$ cat src/rtl/bcd_ctrl_pkg.sv
`default_nettype none
// ============================================================================
// Module      : bcd_ctrl_pkg
// Description : Shared types and helpers for the BCD timer controller.
// Revision    : 1.0 - initial release
// ============================================================================
package bcd_ctrl_pkg;

    typedef enum logic [1:0] {
        IDLE   = 2'd0,
        RUN    = 2'd1,
        PAUSED = 2'd2,
        DONE   = 2'd3
    } state_t;

    localparam int         BCD_W   = 4;
    localparam logic [3:0] BCD_MAX = 4'd9;

    function automatic logic is_valid_bcd(input logic [3:0] nibble);
        return (nibble <= BCD_MAX);
    endfunction

endpackage
`default_nettype wire

$ cat src/rtl/bcd_digit.sv
`default_nettype none
// ============================================================================
// Module      : bcd_digit
// Description : One decade counter digit with clear, load and count enable.
// Revision    : 1.0 - initial release
// ============================================================================
module bcd_digit
    import bcd_ctrl_pkg::*;
(
    input  logic             clk,
    input  logic             reset,
    input  logic             clr,
    input  logic             ld,
    input  logic [BCD_W-1:0] ld_val,
    input  logic             en,
    output logic [BCD_W-1:0] q,
    output logic             at_max
);

    logic [BCD_W-1:0] r_q;

    always_ff @(posedge clk) begin
        if (reset || clr) begin
            r_q <= '0;
        end else if (ld) begin
            r_q <= ld_val;
        end else if (en) begin
            r_q <= (r_q == BCD_MAX) ? '0 : r_q + 4'd1;
        end
    end

    assign q      = r_q;
    assign at_max = (r_q == BCD_MAX);

endmodule
`default_nettype wire

$ cat src/rtl/bcd_counter_ctrl.sv
`default_nettype none
// ============================================================================
// Module      : bcd_counter_ctrl
// Description : Start/stop/clear/preload timer over a cascade of BCD digits.
// Revision    : 1.0 - initial release
// ============================================================================
module bcd_counter_ctrl
    import bcd_ctrl_pkg::*;
#(
    parameter int DIGITS   = 4,
    parameter int PRESCALE = 10,
    parameter bit WRAP     = 1'b1
) (
    input  logic                  clk,
    input  logic                  reset,
    input  logic                  start,
    input  logic                  stop,
    input  logic                  clear,
    input  logic                  load_valid,
    input  logic [4*DIGITS-1:0]   load_value,
    output logic                  load_ready,
    output logic                  load_err,
    output logic [4*DIGITS-1:0]   count_bcd,
    output logic                  tick,
    output logic                  running,
    output logic                  overflow,
    output logic                  done
);

    localparam int                c_PS_W    = (PRESCALE > 1) ? $clog2(PRESCALE) : 1;
    localparam logic [c_PS_W-1:0] c_PS_LAST = c_PS_W'(PRESCALE - 1);

    state_t              r_state;
    state_t              w_state_nxt;
    logic [c_PS_W-1:0]   r_presc;
    logic                r_tick, r_load_err, r_overflow, r_running, r_done, r_load_ready;

    logic [DIGITS-1:0]   w_at_max;
    logic [DIGITS-1:0]   w_en;
    logic [DIGITS-1:0]   w_nib_ok;
    logic                w_all9, w_term, w_adv, w_inc;
    logic                w_load_req, w_ld;

    // A load request (good or bad) outranks stop/start; clear outranks it.
    assign w_load_req = load_valid && (r_state != RUN) && !clear;
    assign w_ld       = w_load_req && (&w_nib_ok);
    assign w_all9     = &w_at_max;
    assign w_term     = (r_state == RUN) && (r_presc == c_PS_LAST);
    assign w_adv      = w_term && !clear && !stop;
    assign w_inc      = w_adv && (WRAP || !w_all9);

    generate
        for (genvar k = 0; k < DIGITS; k++) begin : g_digit
            assign w_nib_ok[k] = is_valid_bcd(load_value[k*BCD_W +: BCD_W]);

            if (k == 0) begin : g_lsd
                assign w_en[k] = w_inc;
            end else begin : g_carry
                assign w_en[k] = w_inc && (&w_at_max[k-1:0]);
            end

            bcd_digit u_digit (
                .clk    (clk),
                .reset  (reset),
                .clr    (clear),
                .ld     (w_ld),
                .ld_val (load_value[k*BCD_W +: BCD_W]),
                .en     (w_en[k]),
                .q      (count_bcd[k*BCD_W +: BCD_W]),
                .at_max (w_at_max[k])
            );
        end
    endgenerate

    always_comb begin
        w_state_nxt = r_state;
        if (clear) begin
            w_state_nxt = IDLE;
        end else if (w_load_req) begin
            if (w_ld && (r_state == DONE)) w_state_nxt = PAUSED;
        end else begin
            case (r_state)
                IDLE:    if (start && !stop) w_state_nxt = RUN;
                RUN: begin
                    if (stop)                          w_state_nxt = PAUSED;
                    else if (w_term && w_all9 && !WRAP) w_state_nxt = DONE;
                end
                PAUSED:  if (start && !stop) w_state_nxt = RUN;
                DONE:    w_state_nxt = DONE;
                default: w_state_nxt = IDLE;
            endcase
        end
    end

    always_ff @(posedge clk) begin
        if (reset) begin
            r_state      <= IDLE;
            r_presc      <= '0;
            r_tick       <= 1'b0;
            r_load_err   <= 1'b0;
            r_overflow   <= 1'b0;
            r_running    <= 1'b0;
            r_done       <= 1'b0;
            r_load_ready <= 1'b1;
        end else begin
            r_state      <= w_state_nxt;
            r_tick       <= w_inc;
            r_load_err   <= w_load_req && !(&w_nib_ok);
            r_running    <= (w_state_nxt == RUN);
            r_done       <= (w_state_nxt == DONE);
            r_load_ready <= (w_state_nxt != RUN);

            if (clear)                 r_overflow <= 1'b0;
            else if (w_adv && w_all9)  r_overflow <= 1'b1;

            // Pausing freezes the prescaler so a resume keeps the partial period.
            if (clear || w_ld)                                  r_presc <= '0;
            else if ((r_state == IDLE) && (w_state_nxt == RUN)) r_presc <= '0;
            else if ((r_state == RUN) && !stop)                 r_presc <= w_term ? '0 : r_presc + c_PS_W'(1);
        end
    end

    assign tick       = r_tick;
    assign load_err   = r_load_err;
    assign overflow   = r_overflow;
    assign running    = r_running;
    assign done       = r_done;
    assign load_ready = r_load_ready;

endmodule
`default_nettype wire

$ cat config.mk
export PLATFORM = sky130hd
export DESIGN_NAME = bcd_counter_ctrl
export DESIGN_NICKNAME = d
export VERILOG_FILES = /design/src/rtl/bcd_ctrl_pkg.sv /design/src/rtl/bcd_digit.sv /design/src/rtl/bcd_counter_ctrl.sv
export SDC_FILE = /design/constraint.sdc
export NUM_CORES = 1
export LEC_CHECK = 0
export BUFFER_PORTS_ARGS = -buffer_cell sky130_fd_sc_hd__buf_2
export CAP_MARGIN = 20
export CORE_MARGIN = 8
export CORE_UTILIZATION = 46
export DETAILED_ROUTE_END_ITERATION = 6
export GPL_ROUTABILITY_DRIVEN = 0
export PLACE_DENSITY = 0.8
export SKIP_LAST_GASP = 1
export SYNTH_ARGS = -nofsm -noshare
export SYNTH_HDL_FRONTEND = slang
export SYNTH_HIERARCHICAL = 1
export SYNTH_SLANG_ARGS = --single-unit
$ cat constraint.sdc
create_clock -name clk -period 2.4 [get_ports clk]
set_clock_uncertainty 0.2 [all_clocks]
set_input_delay 0.24 -clock clk [delete_from_list [all_inputs] [get_ports clk]]
set_output_delay 0.24 -clock clk [all_outputs]
set_load 0.05 [all_outputs]
==> flow_metrics.py <==
metrics = {
    "floorplanning": {
        "die_h_um": 74.75,
        "initial_utilization": 0.4758,
        "die_area_um2": 5588,
        "io-pin-count": 44,
        "coreArea_um2": 3337,
        "num_rows": 21,
        "die_w_um": 74.75,
    },
    "timing": {
        "slew_viol_final": 0,
        "relSlewSlack": 0.7350,
        "tightest_slew_ns": 0.3966,
        "setup_viol": 0,
        "tns_ns": 0,
        "whs_ns": 0.008409,
        "rsz0062_at_grt": "false",
        "hold_viol": 0,
        "fmax_ghz": 0.4411,
        "finalCritPeriodShare": 0.9447,
        "timing.final.crit_period_ns": 2.267,
    },
    "placed_design": {
        "portBuffers": 43,
        "hpwl_um": 2994,
        "placedInstanceArea_um2": 1902,
    },
    "global_routing": {
        "track_usage": 0.1531,
        "grt_pass1_vias": 1509,
        "use_met3": 0.03595,
        "grt_pass1_wl_um": 6686,
        "use_met2": 0.2565,
        "busiest_layer": "met2",
        "grt_use_met1": 0.1756,
        "grt_overflow": 0,
        "antenna_found_initial": 0,
        "grt_start_max_net_pins": 17,
    },
    "synth": {
        "ys_ff_latch": 28,
        "syn-num-nets": 201,
        "synth_compound_area_frac": 0.2033,
        "yosysUniqueCellTypes": 40,
        "synth-adder-area-share": 0.01576,
        "synth_xor_area_frac": 0.05516,
        "synth.mux.area_fraction": 0.03467,
        "synth_cells": 177,
        "ys_seq_area_frac": 0.3530,
        "synthSimpleGateAreaFrac": 0.3113,
        "synth_top_family_by_area": "simple AND/OR/NAND/NOR gates",
        "ys.warnings.count": 6,
        "syn_area_per_cell_um2": 8.970,
        "syn_area_um2": 1588,
    },
    "pwr": {
        "power_density_nw_per_um2": 429.7,
        "ir_worst_vdd_v": 0.0003876,
        "totalPowerFinal_uw": 900.1,
        "cellLeakagePower_uw": 0.0008943,
    },
    "cts": {
        "h-tree-depth": 1,
        "cts_num_sinks": 28,
        "numCtsBuffers": 3,
        "clk_pin_slew_worst_paths_ns": 0.15,
        "clkLatencyLatePin_ns": 0.34,
        "cts.path.max_buffers": 2,
        "clockRootBuffer": "clkbuf_4",
        "cts_tree": "built",
    },
    "cells_and_area": {
        "final_common_cell": "buf_2",
        "syn_to_final_growth_pct": 31.91,
        "fillers": 295,
        "layout_common_cells": "buf_2 (43), dfxtp_1 (26), nand2_1 (15)",
        "final_area_um2": 2095,
        "drive_above_1_share": 0.3237,
        "nNetsFinal": 266,
        "antennaDiodeCount": 0,
    },
    "outcome": {
        "status": "finished clean",
    },
    "setup_path": {
        "rr_endpoint": "g_digit[2].u_digit/q[3]$_SDFFE_PP0P_",
        "cp.required_ns": 2.44,
        "crit_start": "r_state[1]$_SDFF_PP0_",
        "worst-endpoint-arrival_ns": 2.30,
        "endpoint": "g_digit[2].u_digit/q[3]$_SDFFE_PP0P_",
        "worst_setup_path_end_kind": "register",
        "cp_max_fo": 12,
        "reg2reg_from": "r_state[1]$_SDFF_PP0_",
        "ff2ff_path_depth": 7,
        "crit_type": "reg2reg",
        "worst-r2r-setup-slack_ns": 0.13,
        "crit_path_start_kind": "register",
    },
    "detailed_routing": {
        "drc": 0,
        "final_antenna_net_count": 0,
        "first_iter_violations": 97,
        "dr.pass1.iters": 4,
        "wl_per_cell_um": 13.97,
        "viasPerCell": 5.240,
        "vias": 1504,
        "wl_um": 4010,
    },
    "hold_path": {
        "hold_class": "in2reg",
        "hold_depth": 3,
    },
    "run": {
        "cap_violations": 0,
    },
}
-- cells by family after synthesis --
| logic type | count (synthesis) |
|---|---|
| simple gates | 75 |
| compound gates | 48 |
| flops | 28 |
| xor+xnor | 10 |
| buf+inv | 9 |
| mux | 5 |
| fa+ha+maj | 2 |
-- synth_stat cells --
library cell / n / area (um^2)
o21ai_0: 13 / 65.06
buf_2: 1 / 5.000
nor4_1: 1 / 6.260
nand4_1: 5 / 31.28
buf_6: 1 / 11.26
mux2i_1: 1 / 10.01
o21a_1: 5 / 37.54
mux2_2: 4 / 45.04
dfxtp_1: 28 / 560.5
o311ai_1: 4 / 35.03
nand4b_4: 1 / 23.77
and4b_2: 1 / 11.26
nand2b_2: 4 / 35.03
nor3_2: 2 / 20.02
and3_1: 2 / 12.51
a21oi_1: 14 / 70.07
a2bb2oi_2: 1 / 15.01
nor2b_4: 1 / 13.76
nor2b_1: 5 / 31.28
o21ai_1: 4 / 20.02
a22oi_1: 1 / 7.510
o211a_1: 4 / 40.04
nor3b_2: 1 / 12.51
nand3_1: 5 / 25.02
or3b_4: 1 / 11.26
nor2_1: 13 / 48.80
nor3b_1: 5 / 37.54
xnor2_1: 6 / 52.55
nor3_1: 3 / 15.01
or3_1: 1 / 6.260
xor2_1: 4 / 35.03
nor4b_4: 1 / 23.77
o211ai_4: 1 / 21.27
nor2_4: 2 / 22.52
a32o_2: 1 / 11.26
and2_1: 1 / 6.260
inv_1: 7 / 26.28
ha_1: 2 / 25.02
or3b_1: 5 / 43.79
nand2_1: 15 / 56.30
-- routing by layer --
metal	vias up	wire, um
met5	-	0
met4	0	97
met3	8	219
met2	36	1943
met1	687	1749
li1	773	-
-- worst max-delay path: stages, from the launching register on --
cell      delay (ns)
dfxtp_1         0.50
nor2b_4         0.08
or3b_4          0.41
nor2_1          0.27
buf_12          0.18
mux2_2          0.34
o311ai_1        0.09
o21ai_1         0.10
-- sequential cells by signal, indices dropped and copies added (netlist names) --
| signal | flops |
|---|---|
| g_digit.u_digit/q | 16 |
| r_presc | 4 |
| r_state | 2 |
| done | 1 |
| load_err | 1 |
| load_ready | 1 |
| overflow | 1 |
| running | 1 |
| tick | 1 |
-- per-stage QoR --
stage                     utilization  instances  setup WS [ns]
after floorplan                     -        177        0.01670
after global placement         0.5699        270         0.2198
after detailed placement       0.5699        270         0.1590
after CTS                      0.6247        287         0.1297
after global routing           0.6277        287       0.009311
final                          0.6277        287         0.1328
-- power breakdown --
part           leakage [uW]  switching [uW]  internal [uW]
clock             0.0000279             143            169
combinational      0.000639            61.6           50.7
sequential         0.000227            5.35            470
total              0.000894             210            690
-- worst min-delay path by stage --
stage | from | to | slack (ns)
6_report | load_value[2] | g_digit[0].u_digit/q[2]$_SDFFE_PP0P_ | 0.008
4_1_cts | load_value[2] | g_digit[0].u_digit/q[2]$_SDFFE_PP0P_ | 0.003
2_1_floorplan | reset | r_state[0]$_SDFF_PP0_ | 0.11
3_5_place_dp | load_value[12] | g_digit[3].u_digit/q[0]$_SDFFE_PP0P_ | 0.27
3_3_place_gp | load_value[4] | g_digit[1].u_digit/q[0]$_SDFFE_PP0P_ | 0.26
5_1_grt | clear | load_err$_SDFF_PP0_ | 0.01
-- what timing repair did --
| item | 4_1_cts | 5_1_grt |
|---|---|---|
| hold endpoints to repair | 14 | 0 |
| setup buffers | 0 | 0 |
| resized for setup | 0 | 5 |
| setup endpoints to repair | 0 | 3 |
| hold buffers | 13 | 0 |
-- final cells by class --
| type | instances | area, um^2 | area share |
|---|---|---|---|
| sequential | 28 | 563.0 | 0.2688 |
| clock inverter | 1 | 30.03 | 0.01434 |
| multi-input combinational | 140 | 992.2 | 0.4737 |
| inverter | 7 | 26.28 | 0.01254 |
| timing repair buffer | 62 | 402.9 | 0.1924 |
| tap | 46 | 57.56 | 0.02748 |
| clock buffer | 3 | 22.52 | 0.01075 |
Power figures use the tool's default switching activity.
